File: src/rtl/ram_stream_reader.sv
// ram_stream_reader
// Reads a contiguous word range (base, count) from the read port of a simple
// dual-port RAM and presents it as a valid/ready stream. The RAM's one-cycle
// registered read latency is hidden behind a 2-entry output buffer. This
// sustains one word per cycle while m_ready is held high, and no word is lost
// or repeated under backpressure.
//
// Ports:
//   clk, reset           clock (rising edge), asynchronous active-low reset
//   start                request pulse; only looked at while idle
//   base_addr, count     first word address and number of words to stream
//   ram_length           RAM size in words, used for the range check
//   ram_address, ram_oe  RAM read address / read strobe
//   ram_dout             RAM read data, valid the cycle after the address edge
//   m_data, m_valid      stream output (held stable while stalled)
//   m_ready              stream ready from the sink
//   busy                 high while a request is being served
//   done                 one-cycle pulse when a request completes
//   err                  range error, held until the next accepted start
module ram_stream_reader #(
    parameter int WIDTH = 32,
    parameter int DEPTH = 10,
    parameter int WORDS = 1024
) (
    input  logic             clk,
    input  logic             reset,
    input  logic             start,
    input  logic [31:0]      base_addr,
    input  logic [31:0]      count,
    input  logic [31:0]      ram_length,
    output logic [31:0]      ram_address,
    output logic             ram_oe,
    input  logic [WIDTH-1:0] ram_dout,
    output logic [WIDTH-1:0] m_data,
    output logic             m_valid,
    input  logic             m_ready,
    output logic             busy,
    output logic             done,
    output logic             err
);

    // The limit cannot exceed what the RAM can decode.
    localparam logic [31:0] LIMIT_RST =
        (WORDS > (1 << DEPTH)) ? 32'(1 << DEPTH) : 32'(WORDS);

    typedef enum logic [1:0] {IDLE, RUN, FIN} state_t;

    state_t                  state;
    logic [31:0]             base_q;
    logic [31:0]             count_q;
    logic [31:0]             limit_q;
    logic [31:0]             issued;
    logic [31:0]             accepted;
    logic                    inflight;   // read issued last edge, data on ram_dout now
    logic [1:0]              occ;
    logic                    rd_ptr;
    logic                    wr_ptr;
    logic [1:0][WIDTH-1:0]   fifo;

    logic                    accept_start;
    logic                    pop;
    logic                    push;
    logic                    issue;
    logic                    last_pop;
    logic [2:0]              pend;
    logic [32:0]             end_addr;

    assign accept_start = (state == IDLE) && start;
    assign m_valid      = (occ != 2'd0);
    assign m_data       = fifo[rd_ptr];
    assign pop          = m_valid && m_ready;
    assign push         = inflight;
    assign busy         = (state != IDLE);

    // Words buffered plus the one possibly in flight. A pop this cycle frees a
    // slot, so the test is written as pend < 2 + pop to stay unsigned.
    assign pend  = {1'b0, occ} + {2'b0, inflight};
    assign issue = (state == RUN) && (issued < count_q) &&
                   (pend < (3'd2 + {2'b0, pop}));

    assign ram_oe      = issue;
    assign ram_address = issue ? (base_q + issued) : 32'd0;

    assign last_pop = pop && (accepted == (count_q - 32'd1));
    assign end_addr = {1'b0, base_addr} + {1'b0, count};

    // Control FSM: request latch, range check, done/err flags.
    always_ff @(posedge clk or negedge reset) begin
        if (!reset) begin
            state   <= IDLE;
            base_q  <= 32'd0;
            count_q <= 32'd0;
            limit_q <= LIMIT_RST;
            done    <= 1'b0;
            err     <= 1'b0;
        end else begin
            limit_q <= ram_length;
            done    <= 1'b0;
            case (state)
                IDLE: begin
                    if (start) begin
                        base_q  <= base_addr;
                        count_q <= count;
                        err     <= 1'b0;
                        if (count == 32'd0) begin
                            state <= FIN;
                            done  <= 1'b1;
                        end else if (end_addr > {1'b0, limit_q}) begin
                            err   <= 1'b1;
                            state <= FIN;
                            done  <= 1'b1;
                        end else begin
                            state <= RUN;
                        end
                    end
                end
                RUN: begin
                    if (last_pop) begin
                        state <= FIN;
                        done  <= 1'b1;
                    end
                end
                FIN:     state <= IDLE;
                default: state <= IDLE;
            endcase
        end
    end

    // Datapath: issue/accept counters and the 2-entry output buffer.
    always_ff @(posedge clk or negedge reset) begin
        if (!reset) begin
            issued   <= 32'd0;
            accepted <= 32'd0;
            inflight <= 1'b0;
            occ      <= 2'd0;
            rd_ptr   <= 1'b0;
            wr_ptr   <= 1'b0;
            fifo     <= '0;
        end else begin
            inflight <= issue;
            if (accept_start) begin
                issued   <= 32'd0;
                accepted <= 32'd0;
            end else begin
                if (issue) issued   <= issued + 32'd1;
                if (pop)   accepted <= accepted + 32'd1;
            end
            if (push) begin
                fifo[wr_ptr] <= ram_dout;
                wr_ptr       <= ~wr_ptr;
            end
            if (pop) rd_ptr <= ~rd_ptr;
            case ({push, pop})
                2'b10:   occ <= occ + 2'd1;
                2'b01:   occ <= occ - 2'd1;
                default: occ <= occ;
            endcase
        end
    end

endmodule

File: config.mk
export PLATFORM = sky130hd
export DESIGN_NAME = ram_stream_reader
export DESIGN_NICKNAME = d
export VERILOG_FILES = /design/src/rtl/ram_stream_reader.sv
export SDC_FILE = /design/constraint.sdc
export NUM_CORES = 1
export LEC_CHECK = 0
export ABC_CLOCK_PERIOD_IN_PS = 13300
export BUFFER_PORTS_ARGS = -buffer_cell sky130_fd_sc_hd__clkbuf_2
export CAP_MARGIN = 40
export CORE_UTILIZATION = 30
export CTS_CLUSTER_DIAMETER = 30
export DETAILED_ROUTE_END_ITERATION = 8
export HOLD_SLACK_MARGIN = 0.05
export SYNTH_ARGS = -nofsm -noshare
export SYNTH_HDL_FRONTEND = slang
export SYNTH_SLANG_ARGS = --single-unit
export TNS_END_PERCENT = 100
File: constraint.sdc
create_clock -name clk -period 13.3 [get_ports clk]
set_input_delay 3.99 -clock clk [delete_from_list [all_inputs] [get_ports clk]]
set_output_delay 3.99 -clock clk [all_outputs]
set_load 0.01 [all_outputs]
== Word level (Yosys, flattened, before mapping) ==
Index checks and enable logic that the tools add are counted.

* Magnitude comparators: 6
* Reductions and logical operators: 15
* Bitwise logic cells: 2
* Mux-type cells: 22
* $add $sub $neg: 9
* Eq/ne operators: 6

{| class="wikitable"
|+ Operators by type and width
! operator !! count
|-
| $mux 32 || 8
|-
| $add 32x1->32 const B || 2
|-
| $bwmux 64 || 1
|-
| $add 32x32->33 || 1
|-
| $gt 33x32->1 || 1
|-
| $add 32x32->32 || 1
|-
| $demux 32 s1 || 1
|-
| $eq 32x32->1 || 1
|-
| $logic_not 32->1 || 1
|-
| $lt 32x32->1 || 1
|-
| $sub 32x1->32 const B || 1
|-
| $reduce_bool 2->1 || 5
|-
| $mux 2 || 4
|-
| $pmux 2 s2 || 2
|-
| $logic_and 1x1->1 || 6
|-
| $mux 1 || 5
|-
| $eq 2x1->1 const B || 2
|-
| $lt 1x2->1 const B || 2
|-
| $ne 2x2->1 const B || 2
|-
| $reduce_and 2->1 || 2
|-
| $add 2x1->3 || 1
|-
| $add 2x1->3 const A || 1
|-
| $lt 3x3->1 || 1
|-
| $add 2x1->2 const B || 1
|-
| other kinds (6) || 7
|}

* Logic and storage cells: 74
* Input bits: 132
* Bits in registers: 233
* Output and inout port bits: 69

== Longest topological paths before layout ==
* Word-level depth: 7
* Gate-level depth with buffers: 20
* Gate-level depth less buffers: 20

== Least setup slack after synthesis ==
OpenSTA, ideal clock, no wires.

* Path type: input -> output
* Start point: in m_ready
* End point: out ram_address[29]
* Buffers on the path: 3
* Cell stages on the path: 8
* Path slack: 3.630 ns
* Required time: 9.310 ns
* Arrival time: 5.680 ns
* Path through: nand2_1 o21ai_0 and3_1 clkbuf_1 nand2_1 clkbuf_1 clkbuf_1 nor4_1

* Longest elaborated chain between the ends: 5

{| class="wikitable"
|+ Ends and longest elaborated chain
! what !! RTL line !! text
|-
| from (decl) || 36 || <nowiki>input logic m_ready,</nowiki>
|-
| $logic_and 1x1->1 || 71 || <nowiki>assign pop = m_valid && m_ready;</nowiki>
|-
| $add 2x1->3 || 79 || <nowiki>(pend < (3'd2 + {2'b0, pop}));</nowiki>
|-
| $lt 3x3->1 || 79 ||
|-
| $logic_and 1x1->1 || 78 || <nowiki>assign issue = (state == RUN) && (issued < count_q) &&</nowiki>
|-
| $mux 32 || 82 || <nowiki>assign ram_address = issue ? (base_q + issued) : 32'd0;</nowiki>
|-
| to (decl) || 31 || <nowiki>output logic [31:0] ram_address,</nowiki>
|}

No other way between the ends.

== Final worst setup path ==
* Start point: in m_ready
* End point: out ram_address[15]

Same word-level chain as after synthesis.

==> flow_summary.yaml <==
run_status:
  status: "complete, no violations"
placement:
  gp_congestion: 0.944
  dpl.hpwl_um: 37800
  dp_cells: 2556
  placed_area_sq_um: 17400
  io_buffers: 200
critical_path:
  slowest_delay_ps: 480
  critical_path.top_delay_family: "simple AND/OR/NAND/NOR gates"
  cp.depth: 9
  cp_cell_sequence: "clkbuf_2 > nand2_1 > o21ai_0 > and3_1 > nand2_1 > inv_1 > nand2_1 > a21oi_1 > clkbuf_2"
  crit_end: "ram_address[15]"
  path_common_cell: "nand2_1"
  cp_max_fo: 12
  r2r_slack_ps: 9640
  r2r_end: "done"
  end_kind: "output pin"
  r2r-start: "count_q[5]"
  worst-setup-path-type: "input port to output pin"
  cp_slowest_cell: "and3_1"
  ff2ff_path_depth: 8
  start_kind: "input port"
  worstPathRequired_ps: 9310
  crit_start: "m_ready"
  crit_arrival_ps: 6180
  cp.buffers_inverters: 3
hold_path:
  worstHoldStart: "base_q[25]"
  hold_class: "flip-flop to flip-flop"
floorplan:
  pin_count: 201
  dieArea_sq_um: 52800
  core_area_sq_um: 51300
  die_h_um: 230
  rows: 83
  start_util: 0.304
  dieWidth_um: 230
sta:
  slew_headroom: 0.409
  fin_setup_tns_ps: 0
  skew_ps: 18.1
  finalSetupViolCount: 0
  max_freq_ghz: 0.0984
  min_period_ps: 10170
  hold_viol_final: 0
  worstMarginPinSlew_ps: 880
  slew_violations: 0
  timing.final.crit_share: 0.764
  rsz0062_at_grt: "false"
clock_tree:
  postCtsSetupBuffers: 0
  numCtsBuffers: 69
  clk_path_buf_depth: 3
  cts_resized: 0
  ctsHoldBuffers: 0
  clk_pin_slew_ps: 40
  cts_tree: "done"
  clock_latency_ps: 570
  h-tree-depth: 3
  clock-sinks: 233
  cts-root-buf: "clkbuf_16"
pwr:
  power.density_nw_per_um2: 179
  leakagePower_nw: 9.36
  ir_worst_vdd_mv: 0.139
global_route:
  grt_pass1_wl_um: 76400
  overflow: 0
  grt_max_degree: 99
  grt_pass1_vias: 14032
  antenna_found_initial: 5
  track_usage: 0.184
yosys:
  syn_inst: 1717
  synth_cell_type_count: 67
  synth_seq_cells: 233
  synth_top_cell_by_area: "dfrtp_1"
  synth_area_leaders: "dfrtp_1 37%, ha_1 11%, mux2_2 7.1%"
  yosysWarnings: 0
  async_flop_share: 1.00
  synth.net_count: 1983
  synth_area_sq_um: 15600
  synth_edf_count: 0
  yosysSeqAreaShare: 0.374
  syn_area_per_cell_sq_um: 9.07
  synth_flop_cell: "dfrtp_1"
  synth_top_area_frac: 0.373
route:
  drc: 0
  wl_per_cell_um: 18.1
  first_iter_violations: 677
  routed_wl_um: 48600
  ant_nets: 0
  first_pass_iters: 7
  avgViaCountPerCell: 5.15
  dr_total_vias: 13815
layout:
  n_fill_cell: 5179
  fin_nets: 2213
  post-route-util: 0.386
  multi_input_area_sq_um: 9160
  ff_latch_area_sq_um: 5830
  area_growth_pct: 27.3
  layout_commonest_cell: "dfrtp_1"
  finalInstanceArea_sq_um: 19800
  drive_gt1_frac: 0.225
  layout_common_cells: "232 x dfrtp_1, 226 x nand2_1, 199 x clkbuf_2"
  finalNonFillerCells: 2682
job:
  maxCapViolations: 0
[kinds of logic after synthesis]
kind of cell | Yosys count | synth area share
buffers and inverters | 154 | 0.0374
AND/OR/NAND/NOR | 605 | 0.189
multiplexers | 100 | 0.0722
adder cells (fa/ha/maj) | 134 | 0.109
AO/OA/AOI/OAI | 365 | 0.148
flip-flops | 233 | 0.374
XOR/XNOR | 126 | 0.0709
[power breakdown]
group	total (mW)	internal, mW	switching, mW	leakage (nW)
Sequential	0.941	0.849	0.0925	2.82
Combinational	0.894	0.411	0.483	5.34
Clock	1.72	1.23	0.490	1.19
Total	3.55	2.48	1.07	9.36
[worst min-delay path by stage]
stage | slack [ps] | depth (start not counted) | end
5_1_grt | 500 | 2 | base_q[16]
3_5_place_dp | 470 | 2 | base_q[25]
4_1_cts | 490 | 2 | base_q[25]
2_1_floorplan | 450 | 2 | base_q[0]
3_3_place_gp | 470 | 2 | base_q[24]
6_report | 480 | 2 | base_q[25]
[layout make-up]
cell class / instances / area share
tap: 680 / 0.0429
clock inverter: 37 / 0.0263
timing repair buffer: 215 / 0.0588
inverter: 98 / 0.0186
sequential: 233 / 0.294
antenna: 1 / 0.000126
multi-input combinational: 1330 / 0.462
clock buffer: 88 / 0.0968
[sequential cells by signal, summed over array words and instances (netlist names)]
| register | cells |
|---|---|
| fifo | 64 |
| accepted | 32 |
| base_q | 32 |
| count_q | 32 |
| issued | 32 |
| limit_q | 32 |
| occ | 2 |
| state | 2 |
| done | 1 |
| err | 1 |
| inflight | 1 |
| rd_ptr | 1 |
| wr_ptr | 1 |
[worst min-delay path: cells and delay by family, from the launching register on]
family | cells | cell delay, ps
flip-flops | 1 | 340
AND/OR/NAND/NOR | 2 | 100
[Yosys cell counts (9+ instances only)]
master	count
or4_1	19
and4_1	12
nand4_1	35
and3_1	24
o31ai_1	15
dfrtp_1	232
a21oi_1	107
nor2_1	116
clkbuf_1	48
xnor2_1	67
o211ai_1	13
inv_1	97
ha_1	132
nor4_1	22
a21o_1	28
xor2_1	59
o21a_1	13
nor3_1	32
mux2_2	98
nor2b_1	13
o21bai_1	13
nand3_1	45
nand2_1	226
o21ai_0	94
a31oi_1	9
or3_1	22
a211oi_1	13
[layer usage]
metal  global-route usage  vias to the layer above  wire, um
met5                    0                        -        49
met1                0.214                     6579     19500
met2                0.310                      420     23100
li1                     -                     6665         -
met4               0.0948                        8      2370
met3               0.0506                      143      3600
[metrics by stage]
step | power, mW | hold WS [ps] | worst slack [ps]
6_report | 3.55 | 482 | 3130
5_1_grt | 3.73 | 501 | 2940
4_1_cts | 3.59 | 487 | 3150
3_5_place_dp | 1.85 | 474 | 3130
3_3_place_gp | 1.82 | 474 | 3170
2_1_floorplan | 1.54 | 452 | 3630
Power figures use the tool's default switching activity.
